===== config.mk =====
export PLATFORM = sky130hd
export DESIGN_NAME = fetch_unit_flat
export DESIGN_NICKNAME = d
export VERILOG_FILES = /design/src/rtl/fetch_unit_pkg.sv /design/src/rtl/fetch_unit_if.sv /design/src/rtl/fetch_unit_next_pc_sel.sv /design/src/rtl/fetch_unit.sv /design/src/flat_wrapper.sv
export SDC_FILE = /design/constraint.sdc
export NUM_CORES = 1
export LEC_CHECK = 0
export CORE_ASPECT_RATIO = 1.2
export CORE_MARGIN = 2
export CORE_UTILIZATION = 35
export CTS_CLUSTER_DIAMETER = 30
export DETAILED_ROUTE_END_ITERATION = 10
export PLACE_DENSITY = 0.71
export SETUP_SLACK_MARGIN = 0.15
export SYNTH_ARGS = -nofsm -noshare
export SYNTH_HDL_FRONTEND = slang
export SYNTH_HIERARCHICAL = 1
export SYNTH_SLANG_ARGS = --single-unit
export TNS_END_PERCENT = 30

===== constraint.sdc =====
create_clock -name clk -period 5.1 [get_ports clk]
set_clock_uncertainty 0.2 [all_clocks]
set_input_delay 1.02 -clock clk [delete_from_list [all_inputs] [get_ports clk]]
set_output_delay 1.02 -clock clk [all_outputs]
set_load 0.02 [all_outputs]

===== src/rtl/fetch_unit_pkg.sv =====
// Shared definitions for the fetch stage: widths, opcode map, state encoding
// and the immediate sign-extension helper used by the next-PC logic.
package fetch_unit_pkg;

  localparam int PC_W    = 8;
  localparam int INSTR_W = 8;
  localparam int OPC_W   = 4;
  localparam int IMM_W   = 4;

  localparam logic [OPC_W-1:0] OPC_ADD  = 4'b0000;
  localparam logic [OPC_W-1:0] OPC_NAND = 4'b0010;
  localparam logic [OPC_W-1:0] OPC_SLT0 = 4'b0100;
  localparam logic [OPC_W-1:0] OPC_SLT1 = 4'b0101;
  localparam logic [OPC_W-1:0] OPC_SL   = 4'b0110;
  localparam logic [OPC_W-1:0] OPC_SR   = 4'b0111;
  localparam logic [OPC_W-1:0] OPC_LW   = 4'b1000;
  localparam logic [OPC_W-1:0] OPC_SW   = 4'b1001;
  localparam logic [OPC_W-1:0] OPC_ADDI = 4'b1010;
  localparam logic [OPC_W-1:0] OPC_JR   = 4'b1011;
  localparam logic [OPC_W-1:0] OPC_BEQ  = 4'b1100;
  localparam logic [OPC_W-1:0] OPC_JAL  = 4'b1110;
  localparam logic [OPC_W-1:0] OPC_HALT = 4'b1111;

  typedef enum logic [1:0] {
    ST_FETCH = 2'd0,
    ST_EXEC  = 2'd1,
    ST_HALT  = 2'd2
  } fetch_state_t;

  typedef enum logic [1:0] {
    SEL_SEQ = 2'd0,
    SEL_JR  = 2'd1,
    SEL_JAL = 2'd2,
    SEL_BEQ = 2'd3
  } npc_sel_t;

  function automatic logic signed [PC_W-1:0] sext_imm(input logic [IMM_W-1:0] imm);
    return signed'({{(PC_W-IMM_W){imm[IMM_W-1]}}, imm});
  endfunction

endpackage


===== src/rtl/fetch_unit_if.sv =====
// Instruction-memory read port: fetch side issues req/addr, memory answers
// with valid/rdata in the same or a later cycle.
interface fetch_unit_if import fetch_unit_pkg::*; ();

  logic               imem_req;
  logic [PC_W-1:0]    imem_addr;
  logic               imem_valid;
  logic [INSTR_W-1:0] imem_rdata;

  modport master (
    output imem_req,
    output imem_addr,
    input  imem_valid,
    input  imem_rdata
  );

  modport slave (
    input  imem_req,
    input  imem_addr,
    output imem_valid,
    output imem_rdata
  );

endinterface


===== src/rtl/fetch_unit_next_pc_sel.sv =====
// Next-PC priority select (jr > jal > taken beq > sequential) with the
// branch-offset adder; purely combinational.
module next_pc_sel
  import fetch_unit_pkg::*;
(
  input  logic [PC_W-1:0]  pc,
  input  logic [OPC_W-1:0] opcode,
  input  logic [IMM_W-1:0] imm,
  input  logic             jctrl,
  input  logic             jrctrl,
  input  logic             alu_zero,
  input  logic [PC_W-1:0]  jr_target,
  output logic [PC_W-1:0]  next_pc,
  output logic [PC_W-1:0]  link_addr,
  output logic             link_sel
);

  logic signed [PC_W-1:0] offset;
  logic        [PC_W-1:0] seq_pc;
  logic        [PC_W-1:0] br_pc;
  npc_sel_t               sel;

  // All PC arithmetic wraps at 256; the signed offset is added in two's complement.
  assign offset    = sext_imm(imm);
  assign seq_pc    = pc + PC_W'(1);
  assign br_pc     = seq_pc + $unsigned(offset);
  assign link_addr = seq_pc;

  always_comb begin
    sel = SEL_SEQ;
    if (jrctrl)
      sel = SEL_JR;
    else if (jctrl && (opcode == OPC_JAL))
      sel = SEL_JAL;
    else if (jctrl && (opcode == OPC_BEQ) && alu_zero)
      sel = SEL_BEQ;
  end

  always_comb begin
    next_pc = seq_pc;
    unique case (sel)
      SEL_JR:           next_pc = jr_target;
      SEL_JAL, SEL_BEQ: next_pc = br_pc;
      default:          next_pc = seq_pc;
    endcase
  end

  assign link_sel = (sel == SEL_JAL);

endmodule


===== src/rtl/fetch_unit.sv =====
// Instruction fetch / PC stage: FETCH -> EXEC -> FETCH loop over a req/valid
// instruction port, with a terminal HALT state left only by reset.
module fetch_unit
  import fetch_unit_pkg::*;
#(
  parameter logic [PC_W-1:0]  RESET_PC = 8'h00,
  parameter logic [OPC_W-1:0] HALT_OPC = 4'b1111
) (
  input  logic             clk,
  input  logic             rst_n,
  fetch_unit_if.master     imem,
  output logic [OPC_W-1:0] instr_opcode,
  output logic [IMM_W-1:0] instr_imm,
  output logic             instr_valid,
  input  logic             jctrl,
  input  logic             jrctrl,
  input  logic             alu_zero,
  input  logic [PC_W-1:0]  jr_target,
  input  logic             stall,
  output logic [PC_W-1:0]  pc,
  output logic [PC_W-1:0]  link_addr,
  output logic             link_we,
  output logic             halted
);

  fetch_state_t       state;
  logic [PC_W-1:0]    pc_q;
  logic [INSTR_W-1:0] ir_q;
  logic [PC_W-1:0]    next_pc;
  logic               link_sel;
  logic               exec_exit;

  next_pc_sel u_next_pc_sel (
    .pc        (pc_q),
    .opcode    (ir_q[INSTR_W-1 -: OPC_W]),
    .imm       (ir_q[IMM_W-1:0]),
    .jctrl     (jctrl),
    .jrctrl    (jrctrl),
    .alu_zero  (alu_zero),
    .jr_target (jr_target),
    .next_pc   (next_pc),
    .link_addr (link_addr),
    .link_sel  (link_sel)
  );

  assign exec_exit = (state == ST_EXEC) && !stall;

  always_ff @(posedge clk or negedge rst_n) begin
    if (!rst_n) begin
      state <= ST_FETCH;
      pc_q  <= RESET_PC;
      ir_q  <= '0;
    end else begin
      unique case (state)
        ST_FETCH: begin
          if (imem.imem_valid) begin
            ir_q  <= imem.imem_rdata;
            state <= (imem.imem_rdata[INSTR_W-1 -: OPC_W] == HALT_OPC) ? ST_HALT : ST_EXEC;
          end
        end
        ST_EXEC: begin
          if (!stall) begin
            pc_q  <= next_pc;
            state <= ST_FETCH;
          end
        end
        ST_HALT: state <= ST_HALT;
        default: state <= ST_FETCH;
      endcase
    end
  end

  // Request is masked while reset is asserted so the port is quiet during reset.
  assign imem.imem_req  = rst_n && (state == ST_FETCH);
  assign imem.imem_addr = pc_q;

  assign instr_opcode = ir_q[INSTR_W-1 -: OPC_W];
  assign instr_imm    = ir_q[IMM_W-1:0];
  assign instr_valid  = (state == ST_EXEC);
  assign halted       = (state == ST_HALT);
  assign pc           = pc_q;
  assign link_we      = exec_exit && link_sel;

endmodule


===== src/flat_wrapper.sv =====
// flat-port wrapper written by rule: the top's interface ports become plain ports
module fetch_unit_flat import fetch_unit_pkg::*;
#(
  parameter logic [PC_W-1:0]  RESET_PC = 8'h00,
  parameter logic [OPC_W-1:0] HALT_OPC = 4'b1111
)
  (clk, rst_n, instr_opcode, instr_imm, instr_valid, jctrl, jrctrl, alu_zero, jr_target, stall, pc, link_addr, link_we, halted, imem_imem_req, imem_imem_addr, imem_imem_valid, imem_imem_rdata);
  fetch_unit_if imem_i ();
  input  logic clk;
  input  logic rst_n;
  output logic [OPC_W-1:0] instr_opcode;
  output logic [IMM_W-1:0] instr_imm;
  output logic instr_valid;
  input  logic jctrl;
  input  logic jrctrl;
  input  logic alu_zero;
  input  logic [PC_W-1:0] jr_target;
  input  logic stall;
  output logic [PC_W-1:0] pc;
  output logic [PC_W-1:0] link_addr;
  output logic link_we;
  output logic halted;
  output wire logic [$bits(imem_i.imem_req)-1:0] imem_imem_req;
  output wire logic [$bits(imem_i.imem_addr)-1:0] imem_imem_addr;
  input wire logic [$bits(imem_i.imem_valid)-1:0] imem_imem_valid;
  input wire logic [$bits(imem_i.imem_rdata)-1:0] imem_imem_rdata;
  assign imem_imem_req = imem_i.imem_req;
  assign imem_imem_addr = imem_i.imem_addr;
  assign imem_i.imem_valid = imem_imem_valid;
  assign imem_i.imem_rdata = imem_imem_rdata;
  fetch_unit #(.RESET_PC(RESET_PC), .HALT_OPC(HALT_OPC)) u_core (.clk(clk), .rst_n(rst_n), .imem(imem_i), .instr_opcode(instr_opcode), .instr_imm(instr_imm), .instr_valid(instr_valid), .jctrl(jctrl), .jrctrl(jrctrl), .alu_zero(alu_zero), .jr_target(jr_target), .stall(stall), .pc(pc), .link_addr(link_addr), .link_we(link_we), .halted(halted));
endmodule

==> results.rst, run 1 <==
.. list-table::
   :header-rows: 1

   * - Metric
     - Value
   * - Result of the run
     - finished clean
   * - Arrival time of data at the critical path endpoint
     - 2.76 ns
   * - Fraction of synthesis flops using an asynchronous set or reset pin
     - 100%
   * - Initial core utilization
     - 35.7%
   * - Clk slew on worst S/H paths
     - 0.06 ns
   * - Crit Path Max Fanout
     - 16
   * - Number of endpoints with negative hold slack in the final report
     - 0
   * - Pre-antenna DRT Iters
     - 4
   * - RSZ-0062 raised after global routing
     - false
   * - Number of filler instances in the final layout
     - 372
   * - DRC errors left
     - 0
   * - Period minus WS final
     - 3.98 ns
   * - Clock insertion delay at the later pin of the skew report
     - 0.25 ns
   * - Post-synthesis cell count
     - 136
   * - Final instance area
     - 2020 µm²
   * - CTS tree
     - built
   * - Final weighted congestion of routability-driven global placement
     - 0.760
   * - Number of gates given a new drive strength after cts
     - 0
   * - Core footprint
     - 3880 µm²
   * - Die area
     - 4480 µm²
   * - Standard-cell row count
     - 25
   * - Via count of the first global-routing pass
     - 1280
   * - Max H-tree Level
     - 1
   * - Proportion of netlist area held by the largest area contributor
     - 32.5%
   * - Post-CTS Hold Buffers
     - 0
   * - Power density over the cells
     - 691 nW/µm²
   * - Synthesized area divided by synthesized cell count
     - 10.2 µm²
   * - Synth Flop Type
     - sky130_fd_sc_hd__dfrtp_1
   * - Total global-route track usage
     - 17.5%
   * - Instance area at placement
     - 1970 µm²
   * - Top library cells by usage in the layout, fill and taps aside
     - sky130_fd_sc_hd__clkdlybuf4s50_1 (58), sky130_fd_sc_hd__mux2_2 (19), sky130_fd_sc_hd__dfrtp_1 (18)
   * - EDFF count, synth
     - 0
   * - Die height
     - 72.9 µm
   * - Final count of pins violating max slew
     - 0
   * - # Max-Cap Violations
     - 0
   * - Area grow syn2layout
     - 46.2%
   * - Maximum buffer depth of the clock tree
     - 2
   * - Data required time of the worst path
     - 3.88 ns
   * - Share of post-route cells with drive strength above 1
     - 15.4%
   * - # setup viols final
     - 0
   * - Seq/Total Area, Yosys
     - 32.5%
   * - Diodes inserted
     - 0
   * - Number of top-level pins
     - 59
   * - Cell at the root of the clock tree
     - sky130_fd_sc_hd__clkbuf_8
   * - Period utilisation layout
     - 78.1%
   * - Type of the worst setup path
     - in -> out
   * - Static leakage
     - 0.821 nW
   * - Sum of negative setup slack
     - 0 ns
   * - Total Nets Final
     - 221
   * - Area of the mapped netlist
     - 1390 µm²
   * - First-pass GRT wire length
     - 5810 µm
   * - Num CTS Buffers
     - 3
   * - Max Freq
     - 251 MHz
   * - Via count
     - 1238
   * - CP startpoint kind
     - input pin
   * - CTS Sinks
     - 18
   * - Die span in x
     - 61.4 µm
   * - Worst hold path class
     - reg -> reg
   * - Least-Margin Pin Slew
     - 0.661 ns
   * - Wire length per cell after detailed routing
     - 15.0 µm
   * - Net count of the mapped netlist
     - 168
   * - Commonest non-fill, non-tap cell in the layout
     - sky130_fd_sc_hd__clkdlybuf4s50_1
   * - Synthesis-stage register bit count
     - 18
   * - Distinct cells, synth
     - 38
   * - Post-CTS repair timing setup buffer count
     - 0
   * - Number of nets with antenna violations after routing
     - 0
   * - Number of DRC markers after the initial detailed-route iteration
     - 25
   * - Total grt overflow
     - 0
   * - Final core utilization
     - 52.2%
   * - Most area-hungry cell type in the Yosys netlist
     - sky130_fd_sc_hd__dfrtp_1
   * - Top cells by area, synth
     - sky130_fd_sc_hd__dfrtp_1 (33%), sky130_fd_sc_hd__mux2_2 (15%), sky130_fd_sc_hd__ha_1 (7.2%), sky130_fd_sc_hd__buf_4 (4.3%), sky130_fd_sc_hd__xor2_1 (3.8%)
   * - Maximum number of pins on one net before global-route repair
     - 20
   * - Total detailed-routing wirelength
     - 3630 µm
   * - Kind of end point of the critical path
     - output port
   * - Vias per std cell
     - 5.12
   * - Synthesis warning total
     - 6
   * - Antenna violations before repair
     - 0
   * - Port Buffers
     - 58
   * - Slew Limit Headroom
     - 55.8%
   * - Maximum ir drop on the vdd rail
     - 368 µV
area by class of cell:
class	instances	area, µm²	area share, %
Multi-Input combinational cell	106	860	42.5
Tap cell	54	67.6	3.34
Sequential cell	18	450	22.2
Timing Repair Buffer	59	588	29.0
Clock buffer	4	55.1	2.72
Inverter	1	3.75	0.185
cell families after synthesis:
kind of cell    count (synthesis)  synth area share, %
mux                            20                 16.2
xor+xnor                       10                 6.32
buf+inv                        12                 5.42
compound gates                 31                 15.2
fa+ha+maj                       9                 8.67
simple gates                   36                 15.7
flops                          18                 32.5
worst max-delay path: stages:
cell	delay [ns]
sky130_fd_sc_hd__clkdlybuf4s50_1	0.70
sky130_fd_sc_hd__nor3b_1	0.29
sky130_fd_sc_hd__and2_1	0.15
sky130_fd_sc_hd__clkdlybuf4s50_1	0.60
path summary, 6_finish.rpt:
path                                                       from                                   end  slack [ns]  cells past startpoint
max in group asynchronous                                 rst_n            u_core/ir_q[2]$_DFFE_PN0P_        3.62                      2
max reg2reg                u_core/imem.imem_addr[0]$_DFFE_PN0P_  u_core/imem.imem_addr[7]$_DFFE_PN0P_        2.01                     10
min reg2reg                          u_core/ir_q[4]$_DFFE_PN0P_            u_core/ir_q[4]$_DFFE_PN0P_        0.34                      1
min                                  u_core/ir_q[4]$_DFFE_PN0P_            u_core/ir_q[4]$_DFFE_PN0P_        0.34                      1
min in group asynchronous                                 rst_n            u_core/ir_q[0]$_DFFE_PN0P_        0.89                      2
max                                                      jrctrl                               link_we        1.12                      4
routing by layer:
metal,routed length [µm],vias up,GRT usage (%)
li1,-,601,-
met1,1440,598,20.7
met2,1950,35,31.2
met3,183,4,2.30
met4,55,0,6.86
met5,0,-,0
sequential cells by signal (all words and copies together), names as in the netlist:
signal / count
u_core/state: 2
u_core/ir_q: 8
u_core/imem.imem_addr: 8
through the flow:
stage	instances	hold slack (ns)	setup WS [ns]	power [mW]
after floorplan	136	0.425	1.92	0.927
after global placement	238	0.315	1.13	1.26
final	242	0.341	1.12	1.40
after detailed placement	238	0.322	1.11	1.28
after global routing	242	0.362	0.968	1.50
after CTS	242	0.337	1.10	1.40
cells in the mapped netlist, types with 2 or more instances:
cell type,instances
sky130_fd_sc_hd__nor2_1,6
sky130_fd_sc_hd__nand3_1,3
sky130_fd_sc_hd__nand2b_1,2
sky130_fd_sc_hd__dfrtp_1,18
sky130_fd_sc_hd__and3_1,3
sky130_fd_sc_hd__a21o_1,2
sky130_fd_sc_hd__a22o_1,2
sky130_fd_sc_hd__o21ai_0,6
sky130_fd_sc_hd__o21bai_1,2
sky130_fd_sc_hd__mux2_2,19
sky130_fd_sc_hd__nor3b_1,2
sky130_fd_sc_hd__nor3b_4,2
sky130_fd_sc_hd__clkbuf_1,3
sky130_fd_sc_hd__buf_4,8
sky130_fd_sc_hd__a21oi_1,9
sky130_fd_sc_hd__a211oi_1,3
sky130_fd_sc_hd__xor2_1,6
sky130_fd_sc_hd__nand2_1,8
sky130_fd_sc_hd__nor3_1,2
sky130_fd_sc_hd__xnor2_1,4
sky130_fd_sc_hd__ha_1,8
sky130_fd_sc_hd__nor2b_1,2
power breakdown:
group          total, mW  internal [mW]  switching [mW]
logic               1.01          0.491           0.514
registers          0.280          0.196          0.0834
clock network      0.114         0.0686          0.0456
total               1.40          0.756           0.643
Power figures use the tool's default switching activity.
==> inputs of run 2 (changes only) <==
==> constraint.sdc (replaced) <==
create_clock -name clk -period 3.8 [get_ports clk]
set_clock_uncertainty 0.2 [all_clocks]
set_input_delay 0.76 -clock clk [delete_from_list [all_inputs] [get_ports clk]]
set_output_delay 0.76 -clock clk [all_outputs]
set_load 0.02 [all_outputs]
==> run 2 against run 1 <==
Highest routed layer unchanged. Via count decreased by 0.57%. Critical path depth increased by 1. Sequential power increased by 34%. Combinational power increased by 34%. Register-to-register slack got worse by 1.2 ns. Global-route usage increased by 0.40 points.
==> results.rst, run 2 (synthesis results as in run 1) <==
.. list-table::
   :header-rows: 1

   * - Metric
     - Value
   * - Num CTS Buffers
     - 3
   * - CTS Sinks
     - 18
   * - Total global-route track usage
     - 17.9%
   * - Launching point of the worst reg2reg path
     - u_core/imem.imem_addr[0]$_DFFE_PN0P_
   * - Diodes inserted
     - 0
   * - Max H-tree Level
     - 1
   * - Die span in x
     - 61.4 µm
   * - Core footprint
     - 3880 µm²
   * - Crit Path Max Fanout
     - 3
   * - Power density over the cells
     - 912 nW/µm²
   * - Pre-CTS setup slack
     - 0.592 ns
   * - Data required time of the worst path
     - 2.84 ns
   * - Number of DRC markers after the initial detailed-route iteration
     - 34
   * - Commonest non-fill, non-tap cell in the layout
     - sky130_fd_sc_hd__clkdlybuf4s50_1
   * - Max Freq
     - 310 MHz
   * - DRC errors left
     - 0
   * - Type of the worst setup path
     - in -> out
   * - Number of endpoints with negative hold slack in the final report
     - 0
   * - Launch instance of the worst min-delay path
     - u_core/ir_q[0]$_DFFE_PN0P_
   * - Die height
     - 72.9 µm
   * - Total grt overflow
     - 0
   * - Via count of the first global-routing pass
     - 1306
   * - Worst hold path class
     - reg -> reg
   * - Reg-to-reg slack, setup
     - 0.76 ns
   * - Capture instance of the worst register-to-register path
     - u_core/imem.imem_addr[7]$_DFFE_PN0P_
   * - Top library cells by usage in the layout, fill and taps aside
     - sky130_fd_sc_hd__clkdlybuf4s50_1 (58), sky130_fd_sc_hd__mux2_2 (19), sky130_fd_sc_hd__dfrtp_1 (18)
   * - Overall power consumption
     - 1.85 mW
   * - Via count
     - 1231
   * - First-pass GRT wire length
     - 6050 µm
   * - Antenna violations before repair
     - 0
   * - CTS tree
     - built
   * - Final weighted congestion of routability-driven global placement
     - 0.792
   * - Depth of the most critical reg-to-reg path
     - 10
   * - Pre-antenna DRT Iters
     - 4
   * - Share of post-route cells with drive strength above 1
     - 15.9%
   * - Final count of pins violating max slew
     - 0
   * - Kind of end point of the critical path
     - output port
   * - Vias per std cell
     - 5.07
   * - Number of top-level pins
     - 59
   * - Standard-cell row count
     - 25
   * - Arrival time of data at the critical path endpoint
     - 2.26 ns
   * - Hold Path Sink
     - u_core/ir_q[0]$_DFFE_PN0P_
   * - Period utilisation layout
     - 84.8%
   * - Slew Limit Headroom
     - 52.5%
   * - CP startpoint kind
     - input pin
   * - Worst setup slack after layout
     - 0.577 ns
   * - Smallest hold slack
     - 0.345 ns
   * - Number of gates given a new drive strength after cts
     - 0
   * - Least-Margin Pin Slew
     - 0.710 ns
   * - Static leakage
     - 0.824 nW
   * - Initial core utilization
     - 35.7%
   * - Total Nets Final
     - 223
   * - Cell at the root of the clock tree
     - sky130_fd_sc_hd__clkbuf_8
   * - Clock insertion delay at the later pin of the skew report
     - 0.25 ns
   * - # setup viols final
     - 0
   * - Total detailed-routing wirelength
     - 3700 µm
   * - Sum of negative setup slack
     - 0 ns
   * - Port Buffers
     - 58
   * - RSZ-0062 raised after global routing
     - false
   * - Post-CTS Hold Buffers
     - 0
   * - Maximum ir drop on the vdd rail
     - 410 µV
   * - Area grow syn2layout
     - 46.3%
   * - # Max-Cap Violations
     - 0
   * - Final core utilization
     - 52.2%
   * - Period minus WS final
     - 3.22 ns
   * - Die area
     - 4480 µm²
   * - Wire length per cell after detailed routing
     - 15.2 µm
   * - Maximum buffer depth of the clock tree
     - 2
   * - Post-CTS repair timing setup buffer count
     - 0
   * - WHS Path Cells
     - 1
   * - Clk slew on worst S/H paths
     - 0.06 ns
   * - Maximum number of pins on one net before global-route repair
     - 19
   * - Number of nets with antenna violations after routing
     - 0
   * - Result of the run
     - finished clean
   * - DPL Wire Length
     - 2980 µm
-- run 2: cell count changes in the layout (fill, tap and decap cells not counted), sizes merged --
| cell | delta |
|---|---|
| clkbuf | -1 |
| buf | +2 |
-- run 2: cell type report --
| type | instances | area (µm²) |
|---|---|---|
| sequential | 18 | 450 |
| clock buffer | 3 | 41.3 |
| tap | 54 | 67.6 |
| timing repair buffer | 61 | 603 |
| fill | 383 | 1850 |
| multi-input combinational | 106 | 860 |
| inverter | 1 | 3.75 |
-- run 2: per-layer routing --
layer	up-vias	share of wire, %	global-route usage (%)
met3	2	4.8	2.48
li1	600	-	-
met5	-	0	0
met4	0	0.35	4.26
met2	42	53	31.3
met1	587	42	23.0
-- run 2: how the worst max path moves through the flow --
| stage | from | end | slack (ns) | cells past startpoint |
|---|---|---|---|---|
| floorplan | u_core/imem.imem_addr[0]$_DFFE_PN0P_ | u_core/imem.imem_addr[7]$_DFFE_PN0P_ | 0.62 | 10 |
| global placement | jctrl | link_we | 0.58 | 5 |
| detailed placement | jctrl | link_we | 0.59 | 5 |
| CTS | jctrl | link_we | 0.57 | 5 |
| global route | jctrl | link_we | 0.48 | 5 |
| finish | jctrl | link_we | 0.58 | 5 |
-- run 2: worst max-delay path: stages --
cell,delay (ns)
sky130_fd_sc_hd__clkdlybuf4s50_1,0.45
sky130_fd_sc_hd__nand4b_1,0.13
sky130_fd_sc_hd__nor3b_1,0.18
sky130_fd_sc_hd__and2_1,0.14
sky130_fd_sc_hd__clkdlybuf4s50_1,0.60
-- run 2: report_power, final --
group	switching (mW)	leakage (nW)	internal (mW)	total, mW
Clock	0.0552	0.0216	0.0702	0.125
Combinational	0.686	0.588	0.660	1.35
Sequential	0.113	0.214	0.263	0.376
Total	0.854	0.824	0.993	1.85
-- run 2: stage by stage --
| step | std cells | area (µm²) |
|---|---|---|
| global route | 243 | 2030 |
| finish | 243 | 2030 |
| global placement | 240 | 1980 |
| detailed placement | 240 | 1980 |
| floorplan | 136 | 1390 |
| CTS | 243 | 2030 |
==> inputs of run 3 (changes only) <==
==> constraint.sdc (replaced) <==
create_clock -name clk -period 3 [get_ports clk]
set_clock_uncertainty 0.2 [all_clocks]
set_input_delay 0.6 -clock clk [delete_from_list [all_inputs] [get_ports clk]]
set_output_delay 0.6 -clock clk [all_outputs]
set_load 0.02 [all_outputs]
==> run 3 against run 2 <==
Final area grew 5.4%. Non-clock buffer count grew 2. Die area is the same. Via count grew 0.16%. Sequential cell count is the same. Count of clock-buffer cells in the layout grew 1. Power grew 37%. Cell count grew 1.2%. Routed wire length grew 4.8%. Setup slack lost 0.36 ns. Sequential power grew 34%. Critical endpoint is now link_addr[5]. Highest routed layer unchanged.
==> results.rst, run 3 (synthesis results as in run 1) <==
.. list-table::
   :header-rows: 1

   * - Metric
     - Value
   * - Instance area at placement
     - 2080 µm²
   * - Part of the total power dissipated in sequential elements
     - 19.8%
   * - CTS tree
     - built
   * - Least-Margin Pin Slew
     - 0.520 ns
   * - Post-CTS Hold Buffers
     - 0
   * - Net switching fraction of the power
     - 46.5%
   * - Kind of end point of the critical path
     - output port
   * - Port Buffers
     - 58
   * - Final count of pins violating max slew
     - 0
   * - Worst hold path class
     - reg -> reg
   * - Die height
     - 72.9 µm
   * - Overall power consumption
     - 2.53 mW
   * - Pre-antenna DRT Iters
     - 4
   * - DPL Wire Length
     - 3130 µm
   * - Diodes inserted
     - 0
   * - Period minus WS final
     - 2.78 ns
   * - Maximum buffer depth of the clock tree
     - 2
   * - Num CTS Buffers
     - 3
   * - Total grt overflow
     - 0
   * - Final Instance Count excl. Fillers
     - 246
   * - Via count of the first global-routing pass
     - 1327
   * - Commonest non-fill, non-tap cell in the layout
     - sky130_fd_sc_hd__clkdlybuf4s50_1
   * - Number of endpoints with negative hold slack in the final report
     - 0
   * - Cell at the root of the clock tree
     - sky130_fd_sc_hd__clkbuf_8
   * - Type of the worst setup path
     - reg -> out
   * - Number of top-level pins
     - 59
   * - Clock power frac
     - 7.9%
   * - Antenna violations before repair
     - 0
   * - Area grow syn2layout
     - 54.1%
   * - Die area
     - 4480 µm²
   * - Static leakage
     - 0.878 nW
   * - Clock insertion delay at the later pin of the skew report
     - 0.25 ns
   * - Max H-tree Level
     - 1
   * - Met2 track demand over resource in global routing
     - 33.7%
   * - Initial core utilization
     - 35.7%
   * - Sum of negative setup slack
     - 0 ns
   * - Result of the run
     - finished clean
   * - Via count
     - 1233
   * - Maximum number of pins on one net before global-route repair
     - 19
   * - Die span in x
     - 61.4 µm
   * - Number of nets with antenna violations after routing
     - 0
   * - Share of post-route cells with drive strength above 1
     - 26.0%
   * - # Max-Cap Violations
     - 0
   * - Placed cell count
     - 242
   * - Final weighted congestion of routability-driven global placement
     - 0.813
   * - Final instance area
     - 2130 µm²
   * - Combinational cell fraction of total power
     - 72.2%
   * - Total global-route track usage
     - 18.6%
   * - Slew Limit Headroom
     - 65.3%
   * - Period utilisation layout
     - 92.6%
   * - Layer with the highest usage after global routing
     - met2
   * - Vias per std cell
     - 5.01
   * - CP startpoint kind
     - flop
   * - Maximum ir drop on the vdd rail
     - 526 µV
   * - Crit Path Max Fanout
     - 7
   * - Top library cells by usage in the layout, fill and taps aside
     - sky130_fd_sc_hd__clkdlybuf4s50_1 (56), sky130_fd_sc_hd__mux2_2 (19), sky130_fd_sc_hd__dfrtp_1 (12)
   * - Standard-cell row count
     - 25
   * - Post-CTS repair timing setup buffer count
     - 0
   * - Reg-to-reg slack, setup
     - 0.22 ns
   * - Clk slew on worst S/H paths
     - 0.07 ns
   * - Met1 usage
     - 22.7%
   * - Final core utilization
     - 55.0%
   * - # setup viols final
     - 0
   * - WHS Path Cells
     - 1
   * - CTS Sinks
     - 18
   * - DRC errors left
     - 0
   * - Number of DRC markers after the initial detailed-route iteration
     - 30
   * - Met3 capacity usage during global routing
     - 3.19%
   * - Power density over the cells
     - 1190 nW/µm²
   * - Depth of the most critical reg-to-reg path
     - 10
   * - Total detailed-routing wirelength
     - 3880 µm
   * - First-pass GRT wire length
     - 6250 µm
   * - Core footprint
     - 3880 µm²
   * - Power Internal
     - 1.36 mW
   * - Data required time of the worst path
     - 2.20 ns
   * - Total Nets Final
     - 225
   * - Switching component of the power
     - 1.18 mW
   * - Arrival time of data at the critical path endpoint
     - 1.98 ns
   * - Wire length per cell after detailed routing
     - 15.8 µm
   * - Max Freq
     - 360 MHz
   * - RSZ-0062 raised after global routing
     - true
-- run 3: cell count changes in the layout (fill, tap and decap cells not counted), sizes merged --
cell	delta
dlymetal6s2s	+1
buf	+2
clkdlybuf4s50	-2
clkbuf	+1
dlygate4sd2	+1
-- run 3: path summary, 6_finish.rpt --
check / from / end
min reg2reg: u_core/ir_q[7]$_DFFE_PN0P_ / u_core/ir_q[7]$_DFFE_PN0P_
max in group asynchronous: rst_n / u_core/imem.imem_addr[3]$_DFFE_PN0P_
min: u_core/ir_q[7]$_DFFE_PN0P_ / u_core/ir_q[7]$_DFFE_PN0P_
max reg2reg: u_core/imem.imem_addr[0]$_DFFE_PN0P_ / u_core/imem.imem_addr[6]$_DFFE_PN0P_
max: u_core/imem.imem_addr[2]$_DFFE_PN0P_ / link_addr[5]
min in group asynchronous: rst_n / u_core/imem.imem_addr[4]$_DFFE_PN0P_
-- run 3: power groups by stage --
stage	clock network (mW)	logic, mW	registers, mW
final	0.201	1.83	0.503
after global routing	0.219	1.93	0.524
after CTS	0.211	1.83	0.504
after detailed placement	0	1.82	0.507
after global placement	0	1.75	0.502
after floorplan	0	1.11	0.581
-- run 3: critical path, stage by stage, from the launching register on --
cell	delay (ns)
sky130_fd_sc_hd__dfrtp_2	0.45
sky130_fd_sc_hd__nand3_1	0.20
sky130_fd_sc_hd__nor2_1	0.23
sky130_fd_sc_hd__xor2_2	0.21
sky130_fd_sc_hd__clkdlybuf4s50_1	0.63
-- run 3: per-layer routing --
metal / vias to the layer above / part of all wire [%]
li1: 601 / -
met1: 589 / 42
met2: 41 / 52
met3: 2 / 5.0
met4: 0 / 0.44
met5: - / 0
-- run 3: what timing repair did --
action / in CTS / in global routing
hold endpoints to repair: 0 / 0
pin swaps: 0 / 0
setup endpoints to repair: 2 / 5
gates resized for setup: 1 / 1
-- run 3: final cells by class --
cell class | count | area, µm²
inverter | 1 | 3.75
clock buffer | 4 | 55.1
tap | 54 | 67.6
fill | 362 | 1740
timing repair buffer | 63 | 619
multi-input combinational | 106 | 931
sequential | 18 | 458
-- run 3: stage by stage --
stage,worst slack (ns),hold WS [ns]
after global placement,0.108,0.326
after detailed placement,0.0949,0.326
after floorplan,0.168,0.104
final,0.221,0.345
after CTS,0.0743,0.350
after global routing,0.0592,0.377
